==> src/rtl/alu_pkg.sv <==
// Shared constants for the registered ALU: operation codes for the
// arithmetic and logic groups and the group-select values on l.
package alu_pkg;

  // Arithmetic group (l = 0)
  localparam logic [1:0] OP_INC  = 2'b00; // a + cin
  localparam logic [1:0] OP_NEG  = 2'b01; // ~a + 1 + cin
  localparam logic [1:0] OP_ADD  = 2'b10; // a + b + cin
  localparam logic [1:0] OP_INC1 = 2'b11; // a + 1 + cin

  // Logic group (l = 1)
  localparam logic [1:0] OP_AND  = 2'b00;
  localparam logic [1:0] OP_OR   = 2'b01;
  localparam logic [1:0] OP_XOR  = 2'b10;
  localparam logic [1:0] OP_NOT  = 2'b11;

  // Group select
  localparam logic SEL_ARITH = 1'b0;
  localparam logic SEL_LOGIC = 1'b1;

endpackage

==> src/rtl/alu_adder.sv <==
// Combinational WIDTH-bit adder with carry-in. Produces the sum and the
// carry out of the MSB; with ALU_OVF_EN defined it also exposes the carry
// into the MSB so the top level can form the signed-overflow flag.
module alu_adder #(
  parameter int WIDTH = 4
) (
  input  logic [WIDTH-1:0] x,
  input  logic [WIDTH-1:0] y,
  input  logic             ci,
  output logic [WIDTH-1:0] sum,
  output logic             cout
`ifdef ALU_OVF_EN
  ,
  output logic             cmsb
`endif
);

`ifdef ALU_OVF_EN
  logic [WIDTH-1:0] low;
  logic [1:0]       high;

  // Split the add at the MSB so the carry into it is visible
  always_comb begin
    low  = {1'b0, x[WIDTH-2:0]} + {1'b0, y[WIDTH-2:0]} + {{(WIDTH-1){1'b0}}, ci};
    cmsb = low[WIDTH-1];
    high = {1'b0, x[WIDTH-1]} + {1'b0, y[WIDTH-1]} + {1'b0, cmsb};
    sum  = {high[0], low[WIDTH-2:0]};
    cout = high[1];
  end
`else
  // Plain WIDTH+1 bit sum; the top bit is the carry out
  always_comb begin
    {cout, sum} = {1'b0, x} + {1'b0, y} + {{WIDTH{1'b0}}, ci};
  end
`endif

endmodule

==> src/rtl/alu_core.sv <==
// Registered WIDTH-bit ALU (execute stage): four arithmetic ops with
// carry-in, four logic ops, and Z/C/S flags, one cycle of latency.
// Optional feature macro ALU_OVF_EN adds the signed-overflow output v.
module alu_core
  import alu_pkg::*;
#(
  parameter int WIDTH = 4
) (
  input  logic             clk,
  input  logic             rst,
  input  logic [WIDTH-1:0] a,
  input  logic [WIDTH-1:0] b,
  input  logic             cin,
  input  logic [1:0]       op,
  input  logic             l,
  output logic [WIDTH-1:0] r,
  output logic             z,
  output logic             c,
  output logic             s
`ifdef ALU_OVF_EN
  ,
  output logic             v
`endif
);

  localparam logic [WIDTH-1:0] ONE = {{(WIDTH-1){1'b0}}, 1'b1};

  function automatic logic zero_flag(input logic [WIDTH-1:0] val);
    return (val == '0);
  endfunction

  function automatic logic sign_flag(input logic [WIDTH-1:0] val);
    return val[WIDTH-1];
  endfunction

  logic [WIDTH-1:0] x_p0;
  logic [WIDTH-1:0] y_p0;
  logic [WIDTH-1:0] sum_p0;
  logic             cout_p0;
  logic [WIDTH-1:0] logic_p0;
  logic [WIDTH-1:0] r_p0;
  logic             c_p0;

  // ---- stage p0: operand mux, adder, logic unit, result select ----

  // Map each arithmetic op onto a single x + y + cin addition
  always_comb begin
    x_p0 = a;
    y_p0 = '0;
    unique case (op)
      OP_INC:  begin x_p0 = a;  y_p0 = '0;  end
      OP_NEG:  begin x_p0 = ~a; y_p0 = ONE; end
      OP_ADD:  begin x_p0 = a;  y_p0 = b;   end
      OP_INC1: begin x_p0 = a;  y_p0 = ONE; end
      default: begin x_p0 = a;  y_p0 = '0;  end
    endcase
  end

`ifdef ALU_OVF_EN
  logic cmsb_p0;
  logic v_p0;

  alu_adder #(.WIDTH(WIDTH)) u_adder (
    .x    (x_p0),
    .y    (y_p0),
    .ci   (cin),
    .sum  (sum_p0),
    .cout (cout_p0),
    .cmsb (cmsb_p0)
  );
`else
  alu_adder #(.WIDTH(WIDTH)) u_adder (
    .x    (x_p0),
    .y    (y_p0),
    .ci   (cin),
    .sum  (sum_p0),
    .cout (cout_p0)
  );
`endif

  // Bitwise logic unit; cin plays no part here
  always_comb begin
    logic_p0 = '0;
    unique case (op)
      OP_AND:  logic_p0 = a & b;
      OP_OR:   logic_p0 = a | b;
      OP_XOR:  logic_p0 = a ^ b;
      OP_NOT:  logic_p0 = ~a;
      default: logic_p0 = '0;
    endcase
  end

  // Pick the group result; carry is only meaningful for arithmetic
  always_comb begin
    r_p0 = sum_p0;
    c_p0 = cout_p0;
    if (l == SEL_LOGIC) begin
      r_p0 = logic_p0;
      c_p0 = 1'b0;
    end
  end

`ifdef ALU_OVF_EN
  // Signed overflow: carry into MSB differs from carry out of MSB
  always_comb begin
    v_p0 = 1'b0;
    if (l == SEL_ARITH) begin
      v_p0 = cmsb_p0 ^ cout_p0;
    end
  end
`endif

  // ---- stage p1: output registers (flags derived from the same r) ----

  // Register result and flags together so they always describe one op
  always_ff @(posedge clk or posedge rst) begin
    if (rst) begin
      r <= '0;
      z <= 1'b1;
      c <= 1'b0;
      s <= 1'b0;
    end else begin
      r <= r_p0;
      z <= zero_flag(r_p0);
      c <= c_p0;
      s <= sign_flag(r_p0);
    end
  end

`ifdef ALU_OVF_EN
  // Overflow flag register, cleared with the rest of the outputs
  always_ff @(posedge clk or posedge rst) begin
    if (rst) begin
      v <= 1'b0;
    end else begin
      v <= v_p0;
    end
  end
`endif

endmodule

==> config.mk <==
export PLATFORM = sky130hd
export DESIGN_NAME = alu_core
export DESIGN_NICKNAME = d
export VERILOG_FILES = /design/src/rtl/alu_pkg.sv /design/src/rtl/alu_adder.sv /design/src/rtl/alu_core.sv
export SDC_FILE = /design/constraint.sdc
export NUM_CORES = 1
export LEC_CHECK = 0
export ABC_CLOCK_PERIOD_IN_PS = 900
export BUFFER_PORTS_ARGS = -buffer_cell sky130_fd_sc_hd__clkbuf_2
export CORE_MARGIN = 5
export CORE_UTILIZATION = 40
export CTS_CLUSTER_DIAMETER = 50
export DETAILED_ROUTE_END_ITERATION = 10
export PLACE_DENSITY = 0.69
export SYNTH_ARGS = -nofsm -noshare
export SYNTH_HDL_FRONTEND = slang
export SYNTH_SLANG_ARGS = --single-unit
==> constraint.sdc <==
create_clock -name clk -period 0.9 [get_ports clk]
set_input_delay 0.18 -clock clk [delete_from_list [all_inputs] [get_ports clk]]
set_output_delay 0.18 -clock clk [all_outputs]
set_load 0.02 [all_outputs]
==> metrics.yaml <==
die:
  io_pins: 21
  dieArea_um2: 2760
  core_um2: 1730
  num_rows: 15
  initial_utilization_pct: 41.9
  die_h_um: 52.5
  fp.dieW_um: 52.5
pwr:
  fin_total_pwr_mw: 1.25
  peakVddDrop_mv: 0.488
  powerDensity_nw_per_um2: 1100
  power.leakage_nw: 0.572
grt:
  grt_pass1_wl_mm: 2.51
  grt_overflow: 0
  antenna_found_initial: 0
  grt_max_degree: 7
  grt_use_total_pct: 12.5
  grt_pass1_vias: 626
timing:
  hold_viol_final: 0
  slew_headroom_pct: 79.1
  drv_slew: 0
  fmax_mhz: 631
  timing.hold.ws_ns: 0.297
  tightest_slew_ns: 0.313
  setup_viol: 13
  fin_ws_ns: -0.685
  grt_setup_unrepaired: "true"
  finalCritPeriodShare_pct: 176
  min_period_ns: 1.58
finish:
  synthToLayoutAreaGrowth_pct: 57.1
  regArea_um2: 151
  final_layout_size_suffix_gt1_share_pct: 56.4
  diodes: 0
  fill_cells: 137
  final_area_um2: 1140
  multi_input_area_um2: 584
  fin_nets: 138
worst_setup_path:
  critPathMaxFanout: 3
  crit_family: "adder cells"
  critPathBufInv: 2
  worstPathArrival_ns: 1.73
  cp_common_cell: "fa_2"
  critPathKind: "input port to flip-flop"
  critPathMaxStageDelay_ns: 0.53
  slowest_stage: "fa_2"
  crit_required_ns: 1.05
  crit_path_end_kind: "flip-flop"
  crit_chain: "buf_8, nand2b_4, xnor2_4, fa_2, inv_2, fa_2, o21ai_2, nor4_2"
  start_kind: "input port"
flow_run:
  max_cap_viol_count: 0
cts:
  clk_pin_slew_ns: 0.05
  clk_path_buf_depth: 2
  cts_tree: "built"
  cts_inserted_buffers: 3
  cts_sinks: 6
  cts_root_buffer: "clkbuf_4"
  h-tree-depth: 1
place:
  place_area_um2: 950
  post-dp-hpwl_mm: 1.28
  port_buffers: 20
  place.gp.congestion: 0.787
yosys:
  syn-cell-area_um2: 723
  syn_area_per_cell_um2: 9.64
  synthArstFlopShare_pct: 100
  synth.ff_latch_count: 6
  synth_edf_count: 0
  syn_inst: 75
  synth_top_cell_area_share_pct: 19.0
  synth.distinct_cells: 29
  synth_common_cells: "inv_1, ha_1, dfrtp_1"
  yosys_most_used_dff: "dfrtp_1"
  ys_seq_area_share_pct: 20.9
  yosys-top-cells-area: "ha_1, dfrtp_1, inv_1, mux2_4, fa_1"
  yosysMostFrequentCell: "inv_1"
  yosys_warnings: 0
  yosysTopAreaCell: "ha_1"
  synth.net_count: 102
routing:
  drt-initial-drc-count: 5
  num_vias: 623
  viasPerCell: 4.61
  post_drt_wl_per_cell_um: 11.7
  drt-pass1-iter-count: 5
  totalWireLength_mm: 1.58
  ant_nets: 0
  drcViolationCount: 0
hold_path:
  hp-class: "input port to flip-flop"
status:
  status: "finished with violations"
  violations: "negative setup slack"
-- registers in the layout (all words and copies together), names as in the netlist --
signal  count
z           1
c           1
r           4
-- metrics by stage --
step / TNS (ns) / utilization, % / cells / worst slack [ns]
floorplan: -4.96 / - / 75 / -1.01
global placement: -4.52 / 55.0 / 128 / -0.886
detailed placement: -4.83 / 55.0 / 128 / -0.956
CTS: -3.38 / 60.1 / 133 / -0.667
global route: -3.82 / 65.8 / 135 / -0.730
finish: -3.31 / 65.8 / 135 / -0.685
-- worst paths after layout --
kind | startpoint | to | slack (ns) | depth (start not counted)
hold / removal | l | c | 0.30 | 3
setup / recovery | op[1] | z | -0.68 | 8
max in group asynchronous | rst | z | 0.27 | 3
min in group asynchronous | rst | r[2] | 0.38 | 3
-- tightest hold or removal path: cells and delay by family --
kind / cells / cell delay (ns)
buffers and inverters: 2 / 0.27
AOI/OAI and AO/OA: 1 / 0.05
-- report_power, final --
part	switching, mW	leakage, nW	internal [mW]
sequential	0.0211	0.0714	0.314
clock	0.0964	0.0150	0.168
combinational	0.301	0.486	0.350
total	0.419	0.572	0.831
-- routing by layer --
metal / vias to the layer above / share of wire [%] / GRT usage, % / wire (um)
met5: - / 0 / 0 / 0
li1: 316 / - / - / -
met2: 14 / 58 / 24.6 / 922
met3: 0 / 2.6 / 0.855 / 41
met4: 0 / 0 / 6.38 / 0
met1: 293 / 39 / 12.8 / 615
-- final cells by class --
type	instances	area share [%]
Clock buffer	4	2.31
Inverter	16	5.29
Multi-Input combinational cell	50	51.4
Sequential cell	6	13.3
Tap cell	25	2.75
Timing Repair Buffer	34	24.9
-- logic make-up after synthesis --
kind of cell | Yosys count | synth area share [%]
AOI/OAI and AO/OA | 12 | 11.9
xor gates and xnor gates | 5 | 6.06
adders and majority gates | 13 | 24.6
buffers and inverters | 19 | 11.4
DFF | 6 | 20.9
muxes | 7 | 13.5
and+or+nand+nor | 13 | 11.6
-- timing repair --
item | CTS | global route
cloned | 0 | 0
hold buffers | 1 | 0
gates resized for setup | 10 | 34
endpoints found under the hold margin | 5 | 0
pin swaps | 1 | 5
setup endpoints to repair | 13 | 13
buffers inserted | 0 | 2
-- layout by cell type, fill, tap and decap left out, types with 2 or more instances in the layout --
cell type,n
ha_4,2
a22oi_2,2
inv_2,3
xnor2_2,2
buf_6,8
clkbuf_2,10
clkbuf_4,3
a21oi_1,2
mux2i_1,3
mux2_4,3
inv_1,11
ha_1,9
dfrtp_1,5
buf_4,11
nor2b_1,2
fa_2,2
and2_1,4
o21ai_2,3
clkinv_1,2
buf_8,3
Note: power is estimated with default switching activity, not from simulation.
